==> src/rtl/board_state_ctrl_pkg.sv <==
// Shared board geometry, tile index type, command opcodes and controller states
// for the minesweeper board state controller.
package ms_pkg;
  localparam int BOARD_W = 8;
  localparam int BOARD_H = 8;
  localparam int N_TILES = BOARD_W * BOARD_H;

  typedef logic [5:0] tile_t;

  localparam logic OP_STEP = 1'b0;
  localparam logic OP_FLAG = 1'b1;

  typedef enum logic [2:0] {
    ST_IDLE,
    ST_FLOOD,
    ST_CHECK,
    ST_LOST,
    ST_WON
  } state_t;
endpackage

==> src/rtl/board_state_ctrl_if.sv <==
// Command handshake between the player input logic (master) and the board
// state controller (slave). One tile command per accepted valid/ready beat.
interface board_state_ctrl_if;
  import ms_pkg::*;

  logic  cmd_valid;
  logic  cmd_ready;
  logic  cmd_op;
  tile_t cmd_tile;

  modport master (output cmd_valid, output cmd_op, output cmd_tile, input cmd_ready);
  modport slave  (input cmd_valid, input cmd_op, input cmd_tile, output cmd_ready);
endinterface

==> src/rtl/board_state_ctrl_neighbour_dilate.sv <==
// neighbour_dilate: purely combinational 8-neighbour dilation of a board
// bitmap. A tile's output is set when any of its up to eight neighbours is
// set; the tile itself does not contribute. Neighbours beyond the board edge
// are skipped so nothing wraps across row ends.
module neighbour_dilate
  import ms_pkg::*;
(
  input  logic [N_TILES-1:0] map_in,
  output logic [N_TILES-1:0] map_out
);

  genvar gi;
  generate
    for (gi = 0; gi < N_TILES; gi++) begin : g_tile
      localparam int ROW = gi / BOARD_W;
      localparam int COL = gi % BOARD_W;
      logic hit;

      // OR together the in-board neighbours of this tile
      always_comb begin
        hit = 1'b0;
        for (int dr = -1; dr <= 1; dr++) begin
          for (int dc = -1; dc <= 1; dc++) begin
            if (!(dr == 0 && dc == 0) &&
                (ROW + dr >= 0) && (ROW + dr < BOARD_H) &&
                (COL + dc >= 0) && (COL + dc < BOARD_W)) begin
              hit = hit | map_in[tile_t'((ROW + dr) * BOARD_W + COL + dc)];
            end
          end
        end
      end

      assign map_out[gi] = hit;
    end
  endgenerate

endmodule

==> src/rtl/board_state_ctrl.sv <==
// board_state_ctrl: live flag/stepped bitmaps of the 8x8 board, step and
// flag-toggle commands over a valid/ready handshake, flood reveal from
// zero-tiles, and lost/won detection.
// Optional build macro FLOOD_FILL_EN: when defined, stepping a zero-tile
// enters FLOOD and reveals the connected empty region; when undefined only the
// stepped tile is revealed and the dilation logic is not built.
module board_state_ctrl
  import ms_pkg::*;
#(
  parameter int MAX_FLAGS = 10
) (
  input  logic                 clk,
  input  logic                 resetn,
  input  logic                 new_game,
  input  logic [N_TILES-1:0]   mine_map,
  board_state_ctrl_if.slave    cmd,
  output logic [N_TILES-1:0]   flag_map,
  output logic [N_TILES-1:0]   step_map,
  output logic [3:0]           flag_count,
  output logic                 busy,
  output logic                 game_over,
  output logic                 game_won
);

  state_t             state_reg, state_next;
  logic [N_TILES-1:0] flag_reg, flag_next;
  logic [N_TILES-1:0] step_reg, step_next;
  logic [3:0]         count_reg, count_next;

`ifdef FLOOD_FILL_EN
  logic [N_TILES-1:0] mine_halo;
  logic [N_TILES-1:0] zero_map;
  logic [N_TILES-1:0] frontier_halo;
  logic [N_TILES-1:0] grow;

  // Tiles with no adjacent mine; only these keep the flood spreading.
  neighbour_dilate u_mine_dilate (
    .map_in  (mine_map),
    .map_out (mine_halo)
  );
  assign zero_map = ~mine_halo;

  // Candidates for the next flood wave, computed from the registered map so
  // the reveal advances exactly one ring per cycle.
  neighbour_dilate u_flood_dilate (
    .map_in  (step_reg & zero_map & ~mine_map),
    .map_out (frontier_halo)
  );
  assign grow = frontier_halo & ~step_reg & ~flag_reg & ~mine_map;
`endif

  // Next-state, map and flag-counter update for the controller
  always_comb begin
    state_next = state_reg;
    flag_next  = flag_reg;
    step_next  = step_reg;
    count_next = count_reg;
    case (state_reg)
      ST_IDLE: begin
        if (cmd.cmd_valid) begin
          if (cmd.cmd_op == OP_FLAG) begin
            if (!step_reg[cmd.cmd_tile]) begin
              if (flag_reg[cmd.cmd_tile]) begin
                flag_next[cmd.cmd_tile] = 1'b0;
                count_next = count_reg - 4'd1;
              end else if (count_reg < 4'(MAX_FLAGS)) begin
                flag_next[cmd.cmd_tile] = 1'b1;
                count_next = count_reg + 4'd1;
              end
            end
          end else if (!flag_reg[cmd.cmd_tile] && !step_reg[cmd.cmd_tile]) begin
            step_next[cmd.cmd_tile] = 1'b1;
            if (mine_map[cmd.cmd_tile]) begin
              state_next = ST_LOST;
            end else begin
`ifdef FLOOD_FILL_EN
              state_next = zero_map[cmd.cmd_tile] ? ST_FLOOD : ST_CHECK;
`else
              state_next = ST_CHECK;
`endif
            end
          end
        end
      end
      ST_FLOOD: begin
`ifdef FLOOD_FILL_EN
        step_next = step_reg | grow;
        if (grow == '0) state_next = ST_CHECK;
`else
        state_next = ST_CHECK;
`endif
      end
      ST_CHECK: begin
        state_next = (&(step_reg | mine_map)) ? ST_WON : ST_IDLE;
      end
      ST_LOST, ST_WON: state_next = state_reg;
      default:         state_next = ST_IDLE;
    endcase
  end

  // State and bitmap registers; reset first, then a new game clears everything
  always_ff @(posedge clk) begin
    if (!resetn || new_game) begin
      state_reg <= ST_IDLE;
      flag_reg  <= '0;
      step_reg  <= '0;
      count_reg <= '0;
    end else begin
      state_reg <= state_next;
      flag_reg  <= flag_next;
      step_reg  <= step_next;
      count_reg <= count_next;
    end
  end

  assign cmd.cmd_ready = (state_reg == ST_IDLE);
  assign flag_map      = flag_reg;
  assign step_map      = step_reg;
  assign flag_count    = count_reg;
  assign busy          = (state_reg == ST_FLOOD) || (state_reg == ST_CHECK);
  assign game_over     = (state_reg == ST_LOST);
  assign game_won      = (state_reg == ST_WON);

endmodule

==> src/flat_wrapper.sv <==
// flat-port wrapper written by rule: the top's interface ports become plain ports
module board_state_ctrl_flat import ms_pkg::*;
#(
  parameter int MAX_FLAGS = 10
)
  (clk, resetn, new_game, mine_map, flag_map, step_map, flag_count, busy, game_over, game_won, cmd_cmd_valid, cmd_cmd_op, cmd_cmd_tile, cmd_cmd_ready);
  board_state_ctrl_if cmd_i ();
  input  logic clk;
  input  logic resetn;
  input  logic new_game;
  input  logic [N_TILES-1:0] mine_map;
  output logic [N_TILES-1:0] flag_map;
  output logic [N_TILES-1:0] step_map;
  output logic [3:0] flag_count;
  output logic busy;
  output logic game_over;
  output logic game_won;
  input wire logic [$bits(cmd_i.cmd_valid)-1:0] cmd_cmd_valid;
  input wire logic [$bits(cmd_i.cmd_op)-1:0] cmd_cmd_op;
  input wire logic [$bits(cmd_i.cmd_tile)-1:0] cmd_cmd_tile;
  output wire logic [$bits(cmd_i.cmd_ready)-1:0] cmd_cmd_ready;
  assign cmd_i.cmd_valid = cmd_cmd_valid;
  assign cmd_i.cmd_op = cmd_cmd_op;
  assign cmd_i.cmd_tile = cmd_cmd_tile;
  assign cmd_cmd_ready = cmd_i.cmd_ready;
  board_state_ctrl #(.MAX_FLAGS(MAX_FLAGS)) u_core (.clk(clk), .resetn(resetn), .new_game(new_game), .mine_map(mine_map), .cmd(cmd_i), .flag_map(flag_map), .step_map(step_map), .flag_count(flag_count), .busy(busy), .game_over(game_over), .game_won(game_won));
endmodule
==> config.mk <==
export PLATFORM = sky130hd
export DESIGN_NAME = board_state_ctrl_flat
export DESIGN_NICKNAME = d
export VERILOG_FILES = /design/src/rtl/board_state_ctrl_pkg.sv /design/src/rtl/board_state_ctrl_if.sv /design/src/rtl/board_state_ctrl_neighbour_dilate.sv /design/src/rtl/board_state_ctrl.sv /design/src/flat_wrapper.sv
export SDC_FILE = /design/constraint.sdc
export NUM_CORES = 1
export LEC_CHECK = 0
export BUFFER_PORTS_ARGS = -buffer_cell sky130_fd_sc_hd__buf_2
export CAP_MARGIN = 10
export CORE_MARGIN = 2
export CORE_UTILIZATION = 36
export CTS_CLUSTER_SIZE = 28
export DETAILED_ROUTE_END_ITERATION = 6
export PLACE_DENSITY = 0.57
export SETUP_SLACK_MARGIN = 0.4
export SLEW_MARGIN = 10
export SYNTH_ARGS = -nofsm -noshare
export SYNTH_HDL_FRONTEND = slang
export SYNTH_SLANG_ARGS = --single-unit
==> constraint.sdc <==
create_clock -name clk -period 5.59 [get_ports clk]
set_clock_uncertainty 0.05 [all_clocks]
set_input_delay 0.559 -clock clk [delete_from_list [all_inputs] [get_ports clk]]
set_output_delay 0.559 -clock clk [all_outputs]
set_load 0.02 [all_outputs]
### Word level (Yosys, flattened, before mapping)

Cells that the tools add are included.

* shifts and indexed selects: 0
* divide/modulo/power cells: 0
* mux-type cells: 18
* add/sub/neg operators: 2
* $mul: 0
* bitwise logic cells: 8
* equal/unequal tests: 7
* reductions and logical operators: 14
* order comparisons: 3

Operators by type and width (number)
* $or 64x64->64: 3
* $mux 64: 2
* $and 64x64->64: 1
* $not 64->64: 1
* $reduce_and 64->1: 1
* $bmux 1 s6: 3
* $mux 3: 4
* $pmux 3 s4: 1
* $mux 4: 2
* $reduce_and 4->1: 2
* $lt 6x7->1 const B: 1
* $demux 1 s6: 1
* $eq 3x2->1 const B: 2
* $ge 6x1->1 const B: 1
* $mux 1: 5
* $reduce_and 5->1: 1
* $add 4x1->4 const B: 1
* $lt 4x4->1 const B: 1
* $ne 2x2->1 const B: 2
* $sub 4x1->4 const B: 1
* $eq 3x1->1 const B: 1
* $eq 3x3->1 const B: 1
* $logic_not 1->1: 3
* $logic_not 3->1: 1
* 6 further kinds: 10

* ROM bits: 0
* input bits: 75
* latch bits: 0
* memories: 0
* memory bits (writable): 0
* flip-flop bits (word level): 135
* output and inout port bits: 136

### Logic depth before layout (Yosys ltp)

* word-level depth: 8
* depth in mapped cells: 16
* depth with buffers taken out: 13

### Worst setup path after synthesis

Ideal clock, no wire load.

* path kind: input to register
* from: in cmd_cmd_tile[2]
* to: reg u_core.count_reg[3], in the netlist u_core.flag_count[3]
* data arrival time: 3.325 ns
* data required time: 5.470 ns
* buffers on the path: 2
* slack: 2.144 ns
* cell stages on the path: 13
* library setup time: 0.070 ns
* cells stage by stage: buf_2 buf_2 mux4_2 o2111ai_1 o211ai_1 nor4_4 inv_1 ha_1 a21o_1 a21oi_1 xnor2_1 or3_1 a21oi_1

* cells in the longest elaborated chain, start to end: 4
* elaborated cells between the ends (all ways): 8

Ends and longest elaborated chain
* start, declared: RTL line flat_wrapper.sv:20 `input wire logic [$bits(cmd_i.cmd_tile)-1:0] cmd_cmd_tile;`
* $bmux 1 s6 (on tied branches): RTL line board_state_ctrl.sv:63, board_state_ctrl.sv:62
* $mux 1 (on tied branches): RTL line board_state_ctrl.sv:63, board_state_ctrl.sv:62
* $reduce_bool 2->1 (no source line) or $not 1->1 (tied branches)
* $reduce_and 5->1 (no source line)
* end signal, assigned: RTL line board_state_ctrl.sv:112 `count_reg <= count_next;`
* end, declared: RTL line board_state_ctrl.sv:28 `logic [3:0] count_reg, count_next;`

Parallel ways exist; a longest one is shown, timed or not. The select of a mux whose other input is x is not followed.
A chain may end at the register's enable or synchronous reset.

### Final worst setup path

* from: in cmd_cmd_tile[2]
* to: reg u_core.step_reg[25], in the netlist u_core.step_map[25]

* cells in the longest elaborated chain, start to end: 5
* elaborated cells between the ends (all ways): 14

Ends and longest elaborated chain
* $lt 6x7->1 (implied by the code), or another cell as far along: RTL line board_state_ctrl.sv:72 `step_next[cmd.cmd_tile] = 1'b1;`
* $logic_and 1x1->1 (implied by the code) or $mux 1 (tied branches): RTL line board_state_ctrl.sv:72, board_state_ctrl.sv:71
* $mux 1 (implied by the code), or another cell as far along: RTL line board_state_ctrl.sv:72
* $demux 1 s6 or $logic_and 1x1->1 (tied branches)
* $or 64x64->64 (no source line) or $reduce_and 4->1 (tied branches)
* end signal, assigned: RTL line board_state_ctrl.sv:111 `step_reg <= step_next;`
* end, declared: RTL line board_state_ctrl.sv:27 `logic [N_TILES-1:0] step_reg, step_next;`

Parallel ways exist; a longest one is shown, timed or not. The select of a mux whose other input is x is not followed.

==> run_results.csv <==
group,metric,value,unit
sta,grt_setup_unrepaired,"no",
route,post_drt_wl_per_cell,25.4,µm
finish,fin_area,0.00905,mm²
finish,nNetsFinal,1099,
finish,multiInputGateArea,0.00415,mm²
sta,finalCriticalPeriod,4140,ps
setup_path,critPathCapture,"u_core.step_map[25]$_SDFFE_PP0P_",
synth,yosys_warnings,0,
synth,synth_seq_cells,135,
pwr,power_density,252,mW/mm²
setup_path,required,5900,ps
synth,yosysTopAreaCell,"dfxtp_1",
floorplan,rows,52,
route,drt-total-wl,33100,µm
global_routing,grt_pass1_vias,7653,
route,vias,8249,
floorplan,coreArea,0.0200,mm²
cts,cts_buffers,17,
pwr,irDropWorstVdd,218,µV
sta,worst_slew_pin_slew,979,ps
finish,nFillCells,2063,
global_routing,grt_first_pass_wirelength,48800,µm
floorplan,dieWidth,146,µm
pwr,p_leak,3.43,nW
cts,tritoncts,"done",
synth,yosysSeqAreaShare,0.371,
setup_path,reg2reg_depth,10,
setup_path,r2r-end,"u_core.step_map[25]$_SDFFE_PP0P_",
cts,path_clk_slew,60,ps
finish,final_layout_size_suffix_gt1_frac,0.306,
global_routing,overflow,0,
sta,slew_viol_final,0,
setup_path,cp.arrival,4440,ps
synth,async_flop_share,0,
finish,area_delta_synth_final,24.5,%
sta,fin_crit_sh,0.740,
synth,synth_edf_count,0,
floorplan,ioPinCount,211,
sta,finalHoldViolations,0,
place,gp_congestion,0.936,
cts,cts_root_buf,"clkbuf_16",
synth,synth_ff_type,"dfxtp_1",
floorplan,start_util,0.363,
hold_path,min_path_type,"reg2reg",
place,dp.cells,1272,
setup_path,path_max_fanout,54,
finish,instances_no_fill,1304,
synth,synth_cell_type_count,66,
sta,fmax,242,MHz
synth,synth_top_area_share,0.371,
cts,clock-sinks,135,
synth,syn_avg_cell_area,8.41,µm²
setup_path,worstSetupStartpoint,"cmd_cmd_tile[2]",
global_routing,antenna_found_initial,1,
sta,fin_hold_ws,450,ps
setup_path,worstSetupPathType,"in2reg",
place,dpl_cell_area,0.00851,mm²
setup_path,rrSetupSlack,2310,ps
sta,setup_violations,0,
cts,cts_resized,0,
flow_run,max_cap_viol_count,0,
sta,relSlewSlack,0.347,
finish,fin_util,0.452,
synth,synth_most_common_cell,"dfxtp_1",
outcome,outcome,"finished, final reports clean",
cts,clk_latency,420,ps
floorplan,fp.dieH,146,µm
route,dr.pass1.iters,6,
route,drc,0,
place,dp_hpwl,23100,µm
place,portBuffers,210,
cts,clockBufferDepth,2,
synth,ys_top_cells_by_count,"dfxtp_1 (135), nand2_1 (115), a31oi_1 (63), a311oi_1 (60), clkbuf_1 (60)",
route,postRouteAntennaNets,0,
cts,cts.hold.buffers_added,0,
setup_path,cp-start-kind,"input pin",
cts,cts_htree_levels,4,
finish,seq_area,0.00270,mm²
global_routing,grtUsageTotal,0.300,
synth,syn_area,0.00728,mm²
hold_path,worstHoldStart,"u_core.step_map[43]$_SDFFE_PP0P_",
sta,tns,0,ps
floorplan,dieArea,0.0214,mm²
synth,netlist_top_cells_area,"dfxtp_1 (37%), a311oi_1 (7.2%), nand2_1 (5.9%), a31oi_1 (5.4%), clkbuf_1 (3.1%)",
route,vias_per_cell,6.33,
setup_path,crit_path_end_kind,"register",
synth,synthesis.nets,943,
route,drtIter0Drc,1065,
global_routing,grt_max_degree,70,
cts,cts_setup_buffers,0,
synth,syn_inst,865,
-- cells in the final DEF (no fill, tap or decap), types with 17 or more instances in the layout --
master | synthesis | routed
nand2_1 | 115 | 115
buf_2 | 28 | 210
buf_4 | 4 | 27
nand3b_1 | 24 | 24
o31ai_1 | 25 | 25
a31oi_1 | 63 | 63
mux2i_1 | 19 | 19
clkbuf_16 | 0 | 17
a22oi_1 | 25 | 25
nor2_1 | 26 | 23
nand3_1 | 18 | 18
a21oi_1 | 37 | 37
o21ai_1 | 26 | 26
dfxtp_1 | 135 | 135
a311oi_1 | 60 | 60
o22ai_1 | 30 | 30
-- worst min-delay path by stage --
stage / slack, ps / end / cells after the start
6_report: 450 / u_core.step_map[43]$_SDFFE_PP0P_ / 2
5_1_grt: 480 / u_core.step_map[40]$_SDFFE_PP0P_ / 2
4_1_cts: 450 / u_core.step_map[43]$_SDFFE_PP0P_ / 2
3_5_place_dp: 440 / u_core.step_map[43]$_SDFFE_PP0P_ / 2
3_3_place_gp: 440 / u_core.step_map[40]$_SDFFE_PP0P_ / 2
2_1_floorplan: 490 / u_core.step_map[0]$_SDFFE_PP0P_ / 2
-- per-layer routing --
layer	track usage	up-vias	part of all wire
li1	-	3686	-
met1	0.394	3933	0.41
met2	0.464	538	0.45
met3	0.0706	92	0.099
met4	0.150	0	0.043
met5	0	-	0
-- per-stage QoR --
stage	power, mW	setup WS [ps]
2_1_floorplan	1.14	2140
5_1_grt	2.34	1160
6_report	2.28	1450
3_5_place_dp	1.25	1120
3_3_place_gp	1.25	1260
4_1_cts	2.28	1550
-- report_power, final --
part / leakage, nW / switching [mW] / total, mW / internal (mW)
combinational: 2.09 / 0.188 / 0.268 / 0.0795
clock: 0.253 / 0.440 / 1.04 / 0.604
sequential: 1.09 / 0.00381 / 0.968 / 0.965
-- layout make-up --
| type | instances | area share |
|---|---|---|
| diodes | 1 | 0.000276 |
| clock buffers | 18 | 0.0474 |
| clock inverters | 13 | 0.0122 |
| inverters | 7 | 0.00290 |
| multi-input cells | 621 | 0.459 |
| flip-flops and latches | 135 | 0.298 |
| well taps | 270 | 0.0373 |
| repair buffers | 239 | 0.143 |
-- logic make-up after synthesis --
family / count (synthesis) / share of synthesized area
DFF: 135 / 0.371
AOI/OAI and AO/OA: 338 / 0.328
and+or+nand+nor: 245 / 0.172
adders and majority gates: 3 / 0.00619
muxes: 31 / 0.0494
xor gates and xnor gates: 4 / 0.00481
buffers and inverters: 109 / 0.0683
-- worst max-delay path, cell delays in order --
cell and delay (ps):
buf_2 730, buf_4 430, nand3b_1 150, a21oi_1 70, o41ai_1 530, o211ai_1 170, nor4bb_1 380, and3b_1 300
nand3_4 530, buf_4 420, o21ai_1 140
No activity file was read; power rests on OpenSTA's default activity.
